<file path="config.mk">
export PLATFORM = sky130hd
export DESIGN_NAME = forward_scoreboard
export DESIGN_NICKNAME = d
export VERILOG_FILES = /design/src/rtl/data_path_muxs_pkg.sv /design/src/rtl/forward_port_match.sv /design/src/rtl/forward_scoreboard.sv
export SDC_FILE = /design/constraint.sdc
export NUM_CORES = 1
export LEC_CHECK = 0
export ABC_CLOCK_PERIOD_IN_PS = 3360
export CORE_MARGIN = 5
export CORE_UTILIZATION = 45
export CTS_CLUSTER_DIAMETER = 200
export DETAILED_ROUTE_END_ITERATION = 8
export MAX_ROUTING_LAYER = met4
export PLACE_DENSITY = 0.86
export RECOVER_POWER = 50
export SYNTH_ARGS = -nofsm -noshare
export SYNTH_HDL_FRONTEND = slang
export SYNTH_SLANG_ARGS = --single-unit
</file>
<file path="constraint.sdc">
create_clock -name CLK -period 3.36 [get_ports CLK]
set_clock_uncertainty 0.2 [all_clocks]
set_input_delay 0.504 -clock CLK [delete_from_list [all_inputs] [get_ports CLK]]
set_output_delay 0.504 -clock CLK [all_outputs]
set_load 0.1 [all_outputs]
</file>
<file path="src/rtl/data_path_muxs_pkg.sv">
// Shared datapath mux encodings and the in-flight write tracker entry type.
package data_path_muxs_pkg;

  localparam int unsigned REG_W = 5;

  typedef logic [REG_W-1:0] regbits_t;

  localparam int unsigned FWD_SEL_REGFILE = 0;
  localparam int unsigned FWD_SEL_EXMEM   = 1;
  localparam int unsigned FWD_SEL_MEMWB   = 2;

  typedef struct packed {
    logic     valid;
    regbits_t dest;
    logic     is_load;
  } fwd_entry_t;

endpackage

</file>
<file path="src/rtl/forward_port_match.sv">
// Priority matcher for one source operand: finds the youngest checked entry
// that writes the operand's register and reports its index and load flag.
module forward_port_match
  import data_path_muxs_pkg::*;
#(
  parameter int unsigned NCHK  = 2,
  parameter int unsigned SEL_W = 2
) (
  input  fwd_entry_t [NCHK-1:0] i_entries,
  input  regbits_t              i_src,
  input  logic                  i_used,
  output logic                  o_hit,
  output logic [SEL_W-1:0]      o_idx,
  output logic                  o_is_load
);

  // Oldest-to-youngest scan so the lowest index wins; $0 never matches.
  always_comb begin
    o_hit     = 1'b0;
    o_idx     = '0;
    o_is_load = 1'b0;
    for (int j = int'(NCHK) - 1; j >= 0; j--) begin
      if (i_used && i_entries[j].valid && (i_entries[j].dest == i_src) &&
          (i_entries[j].dest != '0)) begin
        o_hit     = 1'b1;
        o_idx     = SEL_W'(j);
        o_is_load = i_entries[j].is_load;
      end
    end
  end

endmodule

</file>
<file path="src/rtl/forward_scoreboard.sv">
// Forwarding / load-use hazard unit with registered operand selects.
// Optional stall-cycle counter built only when FWD_STALL_COUNT_EN is defined.
module forward_scoreboard
  import data_path_muxs_pkg::*;
#(
  parameter int unsigned NREAD    = 2,
  parameter int unsigned NSTAGES  = 3,
  parameter int unsigned LOAD_LAT = 1,
  parameter int unsigned FWD_EN   = 1,
  parameter int unsigned SEL_W    = $clog2(NSTAGES + 1)
) (
  input  logic                        CLK,
  input  logic                        RST,
  input  logic                        pipe_en,
  input  logic                        flush,
  input  logic [NREAD-1:0][REG_W-1:0] id_src,
  input  logic [NREAD-1:0]            id_src_used,
  input  logic                        id_wen,
  input  regbits_t                    id_dest,
  input  logic                        id_is_load,
  output logic                        hazard_stall,
  output logic [NREAD-1:0][SEL_W-1:0] fwd_sel,
  output logic [31:0]                 stall_count
);

  // The last stage (WB) is never checked and leaves at the next advance,
  // so only the first NSTAGES-1 entries need storage.
  localparam int unsigned NCHK = NSTAGES - 1;

  fwd_entry_t [NCHK-1:0]         r_entries;
  logic [NREAD-1:0][SEL_W-1:0]   r_fwd_sel;
  logic [NREAD-1:0]              w_hit;
  logic [NREAD-1:0]              w_is_load;
  logic [NREAD-1:0][SEL_W-1:0]   w_idx;
  logic [NREAD-1:0]              w_op_stall;
  logic [NREAD-1:0][SEL_W-1:0]   w_next_sel;
  logic                          w_bubble;

  for (genvar g = 0; g < NREAD; g++) begin : g_match
    forward_port_match #(
      .NCHK  (NCHK),
      .SEL_W (SEL_W)
    ) u_match (
      .i_entries (r_entries),
      .i_src     (id_src[g]),
      .i_used    (id_src_used[g]),
      .o_hit     (w_hit[g]),
      .o_idx     (w_idx[g]),
      .o_is_load (w_is_load[g])
    );
  end

  // Per-operand stall and next select; a load in entry j is usable once j >= LOAD_LAT.
  always_comb begin
    w_op_stall = '0;
    w_next_sel = '0;
    for (int i = 0; i < int'(NREAD); i++) begin
      w_next_sel[i] = SEL_W'(FWD_SEL_REGFILE);
      if (FWD_EN != 0) begin
        w_op_stall[i] = w_hit[i] && w_is_load[i] && (32'(w_idx[i]) < LOAD_LAT);
        if (w_hit[i]) w_next_sel[i] = w_idx[i] + SEL_W'(1);
      end else begin
        w_op_stall[i] = w_hit[i];
      end
    end
  end

  assign hazard_stall = (|w_op_stall) && !flush;
  assign w_bubble     = hazard_stall || flush;

  always_ff @(posedge CLK or posedge RST) begin
    if (RST) begin
      r_entries <= '0;
      r_fwd_sel <= '0;
    end else if (pipe_en) begin
      for (int k = int'(NCHK) - 1; k > 0; k--) r_entries[k] <= r_entries[k-1];
      if (w_bubble) begin
        r_entries[0] <= '0;
        r_fwd_sel    <= '0;
      end else begin
        r_entries[0] <= fwd_entry_t'{valid: id_wen, dest: id_dest, is_load: id_is_load};
        r_fwd_sel    <= w_next_sel;
      end
    end
  end

  assign fwd_sel = r_fwd_sel;

`ifdef FWD_STALL_COUNT_EN
  logic [31:0] r_stall_count;

  // Saturating count of cycles the pipeline actually stalled.
  always_ff @(posedge CLK or posedge RST) begin
    if (RST) r_stall_count <= '0;
    else if (pipe_en && hazard_stall && (r_stall_count != '1))
      r_stall_count <= r_stall_count + 32'd1;
  end

  assign stall_count = r_stall_count;
`else
  assign stall_count = '0;
`endif

endmodule

</file>
== After elaboration in Yosys (flattened, before gate mapping) ==
Cells that the tools add are included.

* Bits of input ports: 23
* Output and inout port bits: 37
* Register bits: 18

* Magnitude comparators: 2
* Eq/ne operators: 4
* Muxes and demuxes: 16
* Reductions and logical operators: 22
* Add/subtract/negate cells: 2

{| class="wikitable"
|+ Operators with widths
! operator !! count
|-
| 5-bit == test || 4
|-
| 1-bit logical AND || 17
|-
| 1-bit 2-to-1 mux || 12
|-
| 5-bit nonzero test || 2
|-
| 7-bit 2-to-1 mux || 1
|-
| 2-bit by 1-bit adder with 2-bit output, second input constant || 2
|-
| 2-bit by 1-bit < comparator with 1-bit output, second input constant || 2
|-
| 2-bit 2-to-1 mux || 2
|-
| 4-bit 2-to-1 mux || 1
|-
| 2-bit OR reduction || 1
|-
| 1-bit zero test || 1
|-
| 1-bit logical OR || 1
|}

== Depth between registers and ports, before layout ==
* Depth after elaboration: 11
* Depth in mapped cells: 5

== By module ==
A second synthesis with hierarchy kept.

* Cells, all modules: 165
* Area, all modules: 1,627.8 um2

{| class="wikitable"
|+ By module, submodules not included
! module !! cells each !! area an instance (um2) !! sequential area each (um2) !! times used
|-
| forward_scoreboard || 107 || 1,219.9 || 450.4 || 1
|-
| forward_port_match || 29 || 203.9 || 0.0 || 2
|}

== Worst setup path after synthesis ==
No wires, ideal clock.

* Kind: register to output
* From: register r_entries[3] (netlist bit)
* To: output hazard_stall
* Path slack: 616 ps
* Stages on the path, launching flop included: 6
* Data required time: 2,656 ps
* Arrival: 2,040 ps
* Path through: dfrtp_1 buf_2 xnor2_1 nand4_1 o22ai_2 and4b_1

* Word-level cells in the longest chain between the ends: 8
* Elaborated cells between the ends (all ways): 21

{| class="wikitable"
|+ RTL lines
! element !! RTL line !! source
|-
| start: declaration || forward_scoreboard.sv:30 || <nowiki>fwd_entry_t [NCHK-1:0] r_entries;</nowiki>
|-
| 5-bit == test || forward_port_match.sv:23 || <nowiki>if (i_used && i_entries[j].valid && (i_entries[j].dest == i_src) &&</nowiki>
|-
| 1-bit logical AND (2 in series) || forward_port_match.sv:23 ||
|-
| 1-bit 2-to-1 mux || forward_port_match.sv:23 ||
|-
| 2-bit by 1-bit < comparator with 1-bit output / 1-bit logical AND (equally long branches) || forward_scoreboard.sv:60 || <nowiki>w_op_stall[i] = w_hit[i] && w_is_load[i] && (32'(w_idx[i]) < LOAD_LAT);</nowiki>
|-
| 1-bit logical AND || forward_scoreboard.sv:60 ||
|-
| 2-bit OR reduction * || forward_scoreboard.sv:68 || <nowiki>assign hazard_stall = (|w_op_stall) && !flush;</nowiki>
|-
| 1-bit logical AND * || forward_scoreboard.sv:68 ||
|-
| end: declaration || forward_scoreboard.sv:21 || <nowiki>output logic hazard_stall,</nowiki>
|}

Every way passes the cells marked *; elsewhere a longest branch is shown, timed or not.

== Final worst setup path ==
* From: input id_src[7] (netlist bit)
* To: output hazard_stall

* Word-level cells in the longest chain between the ends: 9
* Elaborated cells between the ends (all ways): 17

{| class="wikitable"
|+ RTL lines
! element !! RTL line !! source
|-
| start: declaration || forward_scoreboard.sv:16 || <nowiki>input logic [NREAD-1:0][REG_W-1:0] id_src,</nowiki>
|-
| 5-bit == test || forward_port_match.sv:23 ||
|-
| 1-bit logical AND (2 in series) || forward_port_match.sv:23 ||
|-
| 1-bit 2-to-1 mux (2 in series) || forward_port_match.sv:23 ||
|-
| 2-bit by 1-bit < comparator with 1-bit output / 1-bit logical AND (equally long branches) || forward_scoreboard.sv:60 ||
|-
| 1-bit logical AND * || forward_scoreboard.sv:60 ||
|-
| 2-bit OR reduction * || forward_scoreboard.sv:68 ||
|-
| 1-bit logical AND * || forward_scoreboard.sv:68 ||
|}

Marked as above.

==> run summary <==
## Status
- finished clean — status

## Clocking
- 0 — CTS Hold Bufs
- 0.09 ns — clock transition at the registers of the reported paths
- 3 — Num CTS Buffers
- 2 — Max Root-Sink Buffers
- 17 — number of clock sinks seen by CTS
- 0.28 ns — latest clock arrival within the worst-skew pair
- 1 — H-Tree Level Count
- 0 — # resized after CTS
- sky130_fd_sc_hd__clkbuf_4 — clock tree root buffer cell
- 0 — number of setup buffers added after CTS
- done — clock tree from TritonCTS

## Worst setup path
- 3 — Worst Path Max Fanout
- 2 — Worst Path Buf+Inv
- buffers and inverters — family of cells with the greatest summed delay on the critical path
- clkdlybuf4s50_1 -> xnor2_1 -> nand4_1 -> o22ai_2 -> and4b_1 -> buf_12 — cells along the critical path
- sky130_fd_sc_hd__clkdlybuf4s50_1 — crit path max-delay cell type
- output pin — critical path capture point type
- 2.66 ns — Worst Path Required
- 0.51 ns — CP max stage delay
- primary input — critical path startpoint category
- 2.09 ns — Worst EP arrival
- in2out — worst setup path class

## Placement
- 0.872 — RePlAce Congestion
- 2.38 mm — hpwl dp
- 0.579 ns — Worst Setup Slack post-DPL
- 27 — Port Buffers

## Synthesis
- 30 — unique cell type count in the Yosys netlist
- 9.59 um^2 — Avg Synthesized Cell Area
- sky130_fd_sc_hd__dfrtp_1 — Synth area leader
- 31.9% — share of the yosys chip area belonging to registers
- 0 — number of synthesized flops with an enable pin
- sky130_fd_sc_hd__buf_4 (32), sky130_fd_sc_hd__dfrtp_1 (17), sky130_fd_sc_hd__xnor2_1 (12) — top post-synthesis cells by count
- 31.9% — share of the synthesized area in the top cell type
- 0.00133 mm^2 — cell area after synthesis
- sky130_fd_sc_hd__buf_4 — most frequently used cell type in the post-synthesis netlist
- 139 — cell count after synthesis
- sky130_fd_sc_hd__dfrtp_1 — most frequently used flop master after synthesis
- 0 — number of synthesis warnings
- 100% — share of flip-flops with an asynchronous set or reset after synthesis
- 17 — flop and latch count out of synthesis
- sky130_fd_sc_hd__dfrtp_1 (32%), sky130_fd_sc_hd__buf_4 (18%), sky130_fd_sc_hd__xnor2_1 (7.9%) — leading post-synthesis cells by cell area

## Layout
- 15.8% — P&R area growth vs syn
- 752 um^2 — area of the multi-input gates
- 267 — # fillers
- 0 — antenna diode count
- 425 um^2 — sequential standard cell area
- 15.5% — fraction of final layout cells with drive strength greater than 1
- 192 — net count reported at finish

## Global route
- 0 — antenna violations before repair
- 1044 — via count of the first global-routing pass
- 22 — largest net degree at the start of global routing
- 14.2% — gr usage total
- 0 — total congestion overflow
- 4.64 mm — global-route wire length before repair

## Drt
- 4 — number of detailed-routing iterations run before antenna repair
- 173 um — Met3 Routed Length
- 0 — post-detailed-route count of antenna-violating nets
- 2.90 mm — Detailed Route WL
- 0 — DRC violations left
- 1.45 mm — sum of met2 wire segment lengths after detailed routing
- met4 — highest metal layer with signal wires
- 36 — detailed router's first-iteration violation count
- 5.02 — Via-to-Cell Ratio
- 998 — total via count in the routed design
- 14.6 um — wire length per cell after detailed routing
- 1.26 mm — routed length on met1

## Flow run
- 0 — number of maximum-capacitance violations

## Power
- 38.8% — sequential share of power
- 0.000233 V — Peak supply drop
- 0.681 nW — leakage dissipation
- 406 mW/mm^2 — PD cells
- 44.5% — relative contribution of combinational cells to total power
- 47.0% — switching share of power
- 16.7% — share of power burned in the clock network
- 0.000294 W — sw power
- 0.000332 W — internal power of the cells

## Floorplanning
- 47.5% — effective utilization at floorplan
- 60 — # IOs
- 64.4 um — Chip Height
- 0.00415 mm^2 — floorplan die area
- 64.4 um — Chip Width
- 0.00281 mm^2 — standard cell core area
- 19 — std cell rows

## Min path
- reg2reg — class of the most critical hold timing path

## Timing
- 0 — Final Slew Violations
- 0.920 ns — slew at the pin closest to its max-slew limit
- 2.80 ns — final period demand of the worst path
- no — setup repair after global routing missed its margin
- 0 — Final Setup Violations
- 357 MHz — maximum clock frequency
- 0.562 ns — setup slack of the critical path after layout
- 0 ns — final setup TNS
- 0 — final hold violations
- 38.6% — worst slew margin relative to its limit
- 83.3% — post-route clock period utilization

registers in the layout, indices dropped and copies added, names as in the netlist:
register / count
r_entries: 13
fwd_sel: 4
cell families (layout without fill, tap and decap cells):
logic type | after synthesis | count (layout) | synth area share [%]
flops | 17 | 17 | 31.9
simple gates | 31 | 31 | 13.7
buf+inv | 40 | 38 | 20.4
other cells | 1 | 32 | 0.281
mux | 6 | 6 | 5.07
compound gates | 24 | 24 | 15.5
xor+xnor | 20 | 20 | 13.1
final cells by class:
class | count | share of cell area (%)
Multi-Input combinational cell | 113 | 48.7
Timing Repair Buffer | 29 | 18.2
Tap cell | 31 | 2.51
Inverter | 5 | 1.22
Sequential cell | 17 | 27.6
Clock buffer | 4 | 1.70
final timing paths:
check	endpoint	cells past startpoint	startpoint	slack [ns]
setup / recovery	hazard_stall	6	id_src[7]	0.56
hold / removal	r_entries[13]$_DFFE_PP0P_	1	r_entries[13]$_DFFE_PP0P_	0.34
setup reg to reg	fwd_sel[3]$_DFFE_PP0P_	4	r_entries[1]$_DFFE_PP0P_	1.45
hold reg to reg	r_entries[13]$_DFFE_PP0P_	1	r_entries[13]$_DFFE_PP0P_	0.34
max in group asynchronous	r_entries[13]$_DFFE_PP0P_	2	RST	2.03
min in group asynchronous	r_entries[6]$_DFFE_PP0P_	2	RST	0.53
cells in the final DEF, fill, tap and decap left out, drive strengths merged, types with 4 or more instances in the layout:
cell | Yosys | layout
a21oi | 8 | 8
mux2 | 6 | 6
xnor2 | 12 | 12
a31oi | 5 | 5
nor2b | 9 | 9
conb | 1 | 32
inv | 5 | 5
xor2 | 8 | 8
buf | 35 | 6
nor2 | 8 | 8
clkdlybuf4s50 | 0 | 20
dfrtp | 17 | 17
clkbuf | 0 | 5
nand4 | 4 | 4
through the flow:
stage | instance area (um^2) | hold WS [ns] | total power (W) | cells | utilization [%]
2_1_floorplan | 1450 | 0.230 | 0.000501 | 170 | -
3_3_place_gp | 1520 | 0.298 | 0.000518 | 195 | 54.2
3_5_place_dp | 1520 | 0.329 | 0.000524 | 195 | 54.2
4_1_cts | 1550 | 0.343 | 0.000629 | 199 | 55.1
5_1_grt | 1540 | 0.380 | 0.000655 | 199 | 55.0
6_report | 1540 | 0.338 | 0.000627 | 199 | 55.0
power by group through the flow:
| stage | logic, W | clock network (W) | registers (W) |
|---|---|---|---|
| after global routing | 0.000292 | 0.000117 | 0.000245 |
| after CTS | 0.000278 | 0.000108 | 0.000243 |
| after floorplan | 0.000263 | 0 | 0.000239 |
| final | 0.000279 | 0.000104 | 0.000243 |
| after global placement | 0.000273 | 0 | 0.000245 |
| after detailed placement | 0.000277 | 0 | 0.000247 |
metal layers:
| metal | vias to the layer above | global-route usage (%) |
|---|---|---|
| met5 | - | - |
| met4 | 0 | 5.01 |
| met3 | 4 | 2.94 |
| met2 | 46 | 23.6 |
| met1 | 472 | 17.2 |
| li1 | 476 | - |
No activity file was read; power rests on OpenSTA's default activity.
